`src/rtl/periph_bus_arbiter.sv`:
```
// rtl/periph_bus_arbiter.sv - two-master round-robin arbiter for the peripheral bus
// Optional BUSY-cycle abort with bus_err when ARB_TIMEOUT_EN is defined.
module periph_bus_arbiter #(
    parameter int XLEN           = 32,
    parameter int TIMEOUT_CYCLES = 255
) (
    input  logic            clk,
    input  logic            rst_n,
    input  logic [XLEN-1:0] m0_addr,
    input  logic            m0_read,
    input  logic            m0_write,
    input  logic [XLEN-1:0] m0_wdata,
    input  logic [1:0]      m0_byte_size,
    output logic [XLEN-1:0] m0_rdata,
    output logic            m0_ready,
    input  logic [XLEN-1:0] m1_addr,
    input  logic            m1_read,
    input  logic            m1_write,
    input  logic [XLEN-1:0] m1_wdata,
    input  logic [1:0]      m1_byte_size,
    output logic [XLEN-1:0] m1_rdata,
    output logic            m1_ready,
    output logic [XLEN-1:0] io_addr,
    output logic            io_read,
    output logic            io_write,
    output logic [XLEN-1:0] io_wdata,
    output logic [1:0]      io_byte_size,
    output logic            read_ready,
    input  logic [XLEN-1:0] io_rdata,
    input  logic            io_ready,
    output logic            bus_err
);

    typedef enum logic [1:0] {IDLE, BUSY, DONE} state_t;

    state_t state;
    logic   last_grant;
    logic   grant;

    logic            req0;
    logic            req1;
    logic            pick1;
    logic [XLEN-1:0] sel_addr;
    logic [XLEN-1:0] sel_wdata;
    logic [1:0]      sel_size;
    logic            sel_read;
    logic            sel_write;

    assign req0  = m0_read | m0_write;
    assign req1  = m1_read | m1_write;
    // On a tie the master that did not win last time is served.
    assign pick1 = req1 & (~req0 | ~last_grant);

    assign sel_addr  = pick1 ? m1_addr      : m0_addr;
    assign sel_wdata = pick1 ? m1_wdata     : m0_wdata;
    assign sel_size  = pick1 ? m1_byte_size : m0_byte_size;
    assign sel_read  = pick1 ? m1_read      : m0_read;
    assign sel_write = pick1 ? m1_write     : m0_write;

`ifdef ARB_TIMEOUT_EN
    logic [7:0] tcnt;
`else
    logic [7:0] unused_timeout;
    assign unused_timeout = 8'(TIMEOUT_CYCLES);
    assign bus_err        = 1'b0;
`endif

    always_ff @(posedge clk or negedge rst_n) begin
        if (!rst_n) begin
            state        <= IDLE;
            last_grant   <= 1'b0;
            grant        <= 1'b0;
            m0_rdata     <= '0;
            m0_ready     <= 1'b0;
            m1_rdata     <= '0;
            m1_ready     <= 1'b0;
            io_addr      <= '0;
            io_read      <= 1'b0;
            io_write     <= 1'b0;
            io_wdata     <= '0;
            io_byte_size <= 2'b00;
            read_ready   <= 1'b0;
`ifdef ARB_TIMEOUT_EN
            tcnt         <= 8'd0;
            bus_err      <= 1'b0;
`endif
        end else begin
            case (state)
                IDLE: begin
                    if (req0 | req1) begin
                        grant        <= pick1;
                        last_grant   <= pick1;
                        io_addr      <= sel_addr;
                        io_wdata     <= sel_wdata;
                        io_byte_size <= sel_size;
                        // Read and write together is treated as a write.
                        io_write     <= sel_write;
                        io_read      <= sel_read & ~sel_write;
                        read_ready   <= 1'b1;
`ifdef ARB_TIMEOUT_EN
                        tcnt         <= 8'd0;
`endif
                        state        <= BUSY;
                    end
                end
                BUSY: begin
                    if (io_ready) begin
                        if (grant) begin
                            m1_rdata <= io_rdata;
                            m1_ready <= 1'b1;
                        end else begin
                            m0_rdata <= io_rdata;
                            m0_ready <= 1'b1;
                        end
                        io_read    <= 1'b0;
                        io_write   <= 1'b0;
                        read_ready <= 1'b0;
                        state      <= DONE;
                    end
`ifdef ARB_TIMEOUT_EN
                    else if (tcnt == 8'(TIMEOUT_CYCLES)) begin
                        if (grant) begin
                            m1_rdata <= '0;
                            m1_ready <= 1'b1;
                        end else begin
                            m0_rdata <= '0;
                            m0_ready <= 1'b1;
                        end
                        bus_err    <= 1'b1;
                        io_read    <= 1'b0;
                        io_write   <= 1'b0;
                        read_ready <= 1'b0;
                        state      <= DONE;
                    end else begin
                        tcnt <= tcnt + 8'd1;
                    end
`endif
                end
                DONE: begin
                    m0_ready <= 1'b0;
                    m1_ready <= 1'b0;
`ifdef ARB_TIMEOUT_EN
                    bus_err  <= 1'b0;
`endif
                    state    <= IDLE;
                end
                default: state <= IDLE;
            endcase
        end
    end

endmodule

```
`config.mk`:
```
export PLATFORM = sky130hd
export DESIGN_NAME = periph_bus_arbiter
export DESIGN_NICKNAME = d
export VERILOG_FILES = /design/src/rtl/periph_bus_arbiter.sv
export SDC_FILE = /design/constraint.sdc
export NUM_CORES = 1
export LEC_CHECK = 0
export BUFFER_PORTS_ARGS = -buffer_cell sky130_fd_sc_hd__buf_2
export CAP_MARGIN = 25
export CORE_AREA = 2 2 118 120
export CTS_BUF_LIST = sky130_fd_sc_hd__clkbuf_16
export CTS_CLUSTER_SIZE = 14
export DETAILED_ROUTE_END_ITERATION = 10
export DIE_AREA = 0 0 120 122
export PLACE_DENSITY_LB_ADDON = 0.1
export SKIP_LAST_GASP = 1
export SLEW_MARGIN = 20
export SYNTH_ARGS = -nofsm -noshare
export SYNTH_HDL_FRONTEND = slang
export SYNTH_SLANG_ARGS = --single-unit
```
`constraint.sdc`:
```
create_clock -name clk -period 2.5 [get_ports clk]
set_input_delay 0.375 -clock clk [delete_from_list [all_inputs] [get_ports clk]]
set_output_delay 0.375 -clock clk [all_outputs]
set_load 0.005 [all_outputs]
```
==> impl_metrics.py <==
metrics = {
    "status": {
        "status": "finished, final reports clean",
    },
    "layout": {
        "nets": 1004,
        "nFillCells": 1153,
        "final_common_cell": "buf_2",
        "final_layout_size_suffix_gt1_share_pct": 49.5,
        "final_cell_mix": "buf_2, dfrtp_1, nand3b_1, o21ai_0",
        "syn2layout_area_growth_pct": 35.9,
        "insertedDiodeCount": 0,
    },
    "sta": {
        "fin_worst_skew_ns": 0.00976,
        "layout_setup_ws_ns": 0.718,
        "holdWs_ns": 0.178,
        "worst_pin_slew_ns": 0.723,
        "fin_setup_tns_ns": 0,
        "max_slew_margin_pct": 51.8,
        "setup_viol": 0,
        "min_period_ns": 1.78,
        "rsz0062_at_grt": "false",
        "fmax_mhz": 561,
        "hold_viol_final": 0,
        "drv_slew": 0,
        "fin_crit_sh_pct": 71.3,
    },
    "power_and_ir_drop": {
        "p_leak_nw": 3.88,
        "power_density_nw_per_um2": 1250,
        "ir_drop_mv": 0.664,
    },
    "synthesis": {
        "yosys_warnings": 0,
        "synth_seq_cells": 138,
        "synth_nets": 724,
        "synth_area_per_cell_um2": 11.2,
        "ys_types": 24,
        "synthCells": 553,
        "yosysSeqAreaShare_pct": 55.8,
        "synthesis.area_um2": 6190,
    },
    "drt": {
        "routedWlPerCell_um": 17.1,
        "first_iter_violations": 445,
        "drt_wl_total_mm": 17.6,
        "route.detailed.drc": 0,
        "vias": 5561,
        "dr.pass1.iters": 5,
        "vias_per_cell": 5.42,
        "postRouteAntennaNets": 0,
    },
    "global_route": {
        "grt_pass1_wl_mm": 27.6,
        "grt_max_degree": 99,
        "antenna_found_initial": 0,
        "grt-ovfl-total": 0,
        "grt_pass1_vias": 5404,
        "track_usage_pct": 23.9,
    },
    "floorplan": {
        "die_area_um2": 14600,
        "io_pins": 307,
        "die_w_um": 120,
        "row_count": 43,
        "die_y_um": 122,
        "coreArea_um2": 13500,
        "start_util_pct": 45.8,
    },
    "clock_network": {
        "cts_resized": 0,
        "cts_root_buf": "clkbuf_16",
        "cts_tree": "yes",
        "clkLatencyLatePin_ns": 0.41,
        "path_clk_slew_ns": 0.06,
        "cts_made_buffers": 17,
        "clockBufferDepth": 2,
        "htree_levels": 4,
        "cts.sinks": 138,
    },
    "worst_setup_path": {
        "critical_path_class": "reg2reg",
        "arrival_ns": 2.07,
        "ff2ff_setup_slack_ns": 0.72,
        "crit_path_max_fanout": 33,
        "crit_required_ns": 2.79,
        "end_kind": "register",
        "cp-start-kind": "register",
    },
    "job": {
        "maxCapViolCount": 0,
    },
    "placed_design": {
        "place.detailed.hpwl_mm": 12.4,
        "place_ws_ns": 0.490,
        "gp_congestion": 0.852,
        "portBuffers": 305,
    },
    "worst_hold_path": {
        "min_path_type": "in2reg",
    },
}
==> where the power goes <==
| group | total, W | switching [W] | leakage (nW) | internal (W) |
|---|---|---|---|---|
| registers | 0.00402 | 0.000624 | 1.59 | 0.00339 |
| clock network | 0.00242 | 0.000957 | 0.273 | 0.00146 |
| logic | 0.00407 | 0.00207 | 2.01 | 0.00200 |
| total | 0.0105 | 0.00365 | 3.88 | 0.00686 |
==> synth_stat cells, drive strengths merged <==
cell type,number,area share [%]
nor2,3,0.18
a31oi,66,6.7
a21o,2,0.24
mux2i,1,0.16
conb,1,0.061
dfrtp,138,56
or4,1,0.12
nand2b,2,0.20
nand2,7,0.42
clkbuf,40,2.4
mux2,65,12
o21a,1,0.12
inv,2,0.12
o21ai,68,5.5
nand3b,67,8.1
o32a,1,0.16
nor4,1,0.10
a21boi,1,0.12
a21oi,66,5.3
buf,18,2.0
and2,2,0.24
==> flip-flops by register name, summed over array words and instances, names as in the netlist <==
signal	cells
io_addr	32
io_byte_size	2
io_read	1
io_wdata	32
io_write	1
last_grant	1
m0_rdata	32
m0_ready	1
m1_rdata	32
m1_ready	1
read_ready	1
state	2
==> critical path, stage by stage, from the launching register on <==
cell and delay, ns:
dfrtp_1 0.44, nand3b_1 0.29, nor2_2 0.12, buf_4 0.40, mux2_2 0.39
==> metal layers <==
| layer | part of all wire, % | global-route usage (%) | vias up |
|---|---|---|---|
| met5 | 0 | 0 | - |
| met4 | 1.9 | 9.49 | 0 |
| met3 | 7.8 | 5.62 | 26 |
| met2 | 49 | 39.9 | 277 |
| met1 | 41 | 30.3 | 2648 |
| li1 | - | - | 2610 |
==> cell families (layout without fill, tap and decap cells) <==
family	after synthesis	after routing	share of synthesized area, %
multiplexers	66	66	12.0
flip-flops	138	138	55.8
AND/OR/NAND/NOR	83	83	9.41
other	1	1	0.0606
AO/OA/AOI/OAI	205	205	18.2
buffers and inverters	60	353	4.55
==> per-stage QoR <==
step	total power [W]	cells	area, µm²	util [%]
2_1_floorplan	0.00629	553	6190	-
3_3_place_gp	0.00802	993	7820	57.9
3_5_place_dp	0.00817	993	7820	57.9
4_1_cts	0.0106	1026	8410	62.3
5_1_grt	0.0113	1026	8410	62.3
6_report	0.0105	1026	8410	62.3
==> cell type report <==
class,instances,area [µm²],share of cell area [%]
multi-input combinational,355,2480,29.5
clock buffer,17,425,5.06
inverter,2,7.51,0.0893
timing repair buffer,319,1670,19.8
clock inverter,15,148,1.76
sequential,138,3450,41.1
tap,180,225,2.68
==> what timing repair did <==
item                      in CTS  in global routing
hold endpoints to repair      65                  0
hold buffers                   1                  0
setup buffers                  0                  0
==> final timing paths <==
check,to,from,depth (start not counted)
worst max-delay path,m0_rdata[1],state[1],4
worst min-delay path,state[0],io_ready,2
max in group asynchronous,m0_rdata[8],rst_n,3
min in group asynchronous,m0_rdata[21],rst_n,2
worst min register to register,read_ready,read_ready,2
worst max register to register,m0_rdata[1],state[1],4
(Power assumes the default switching activity.)
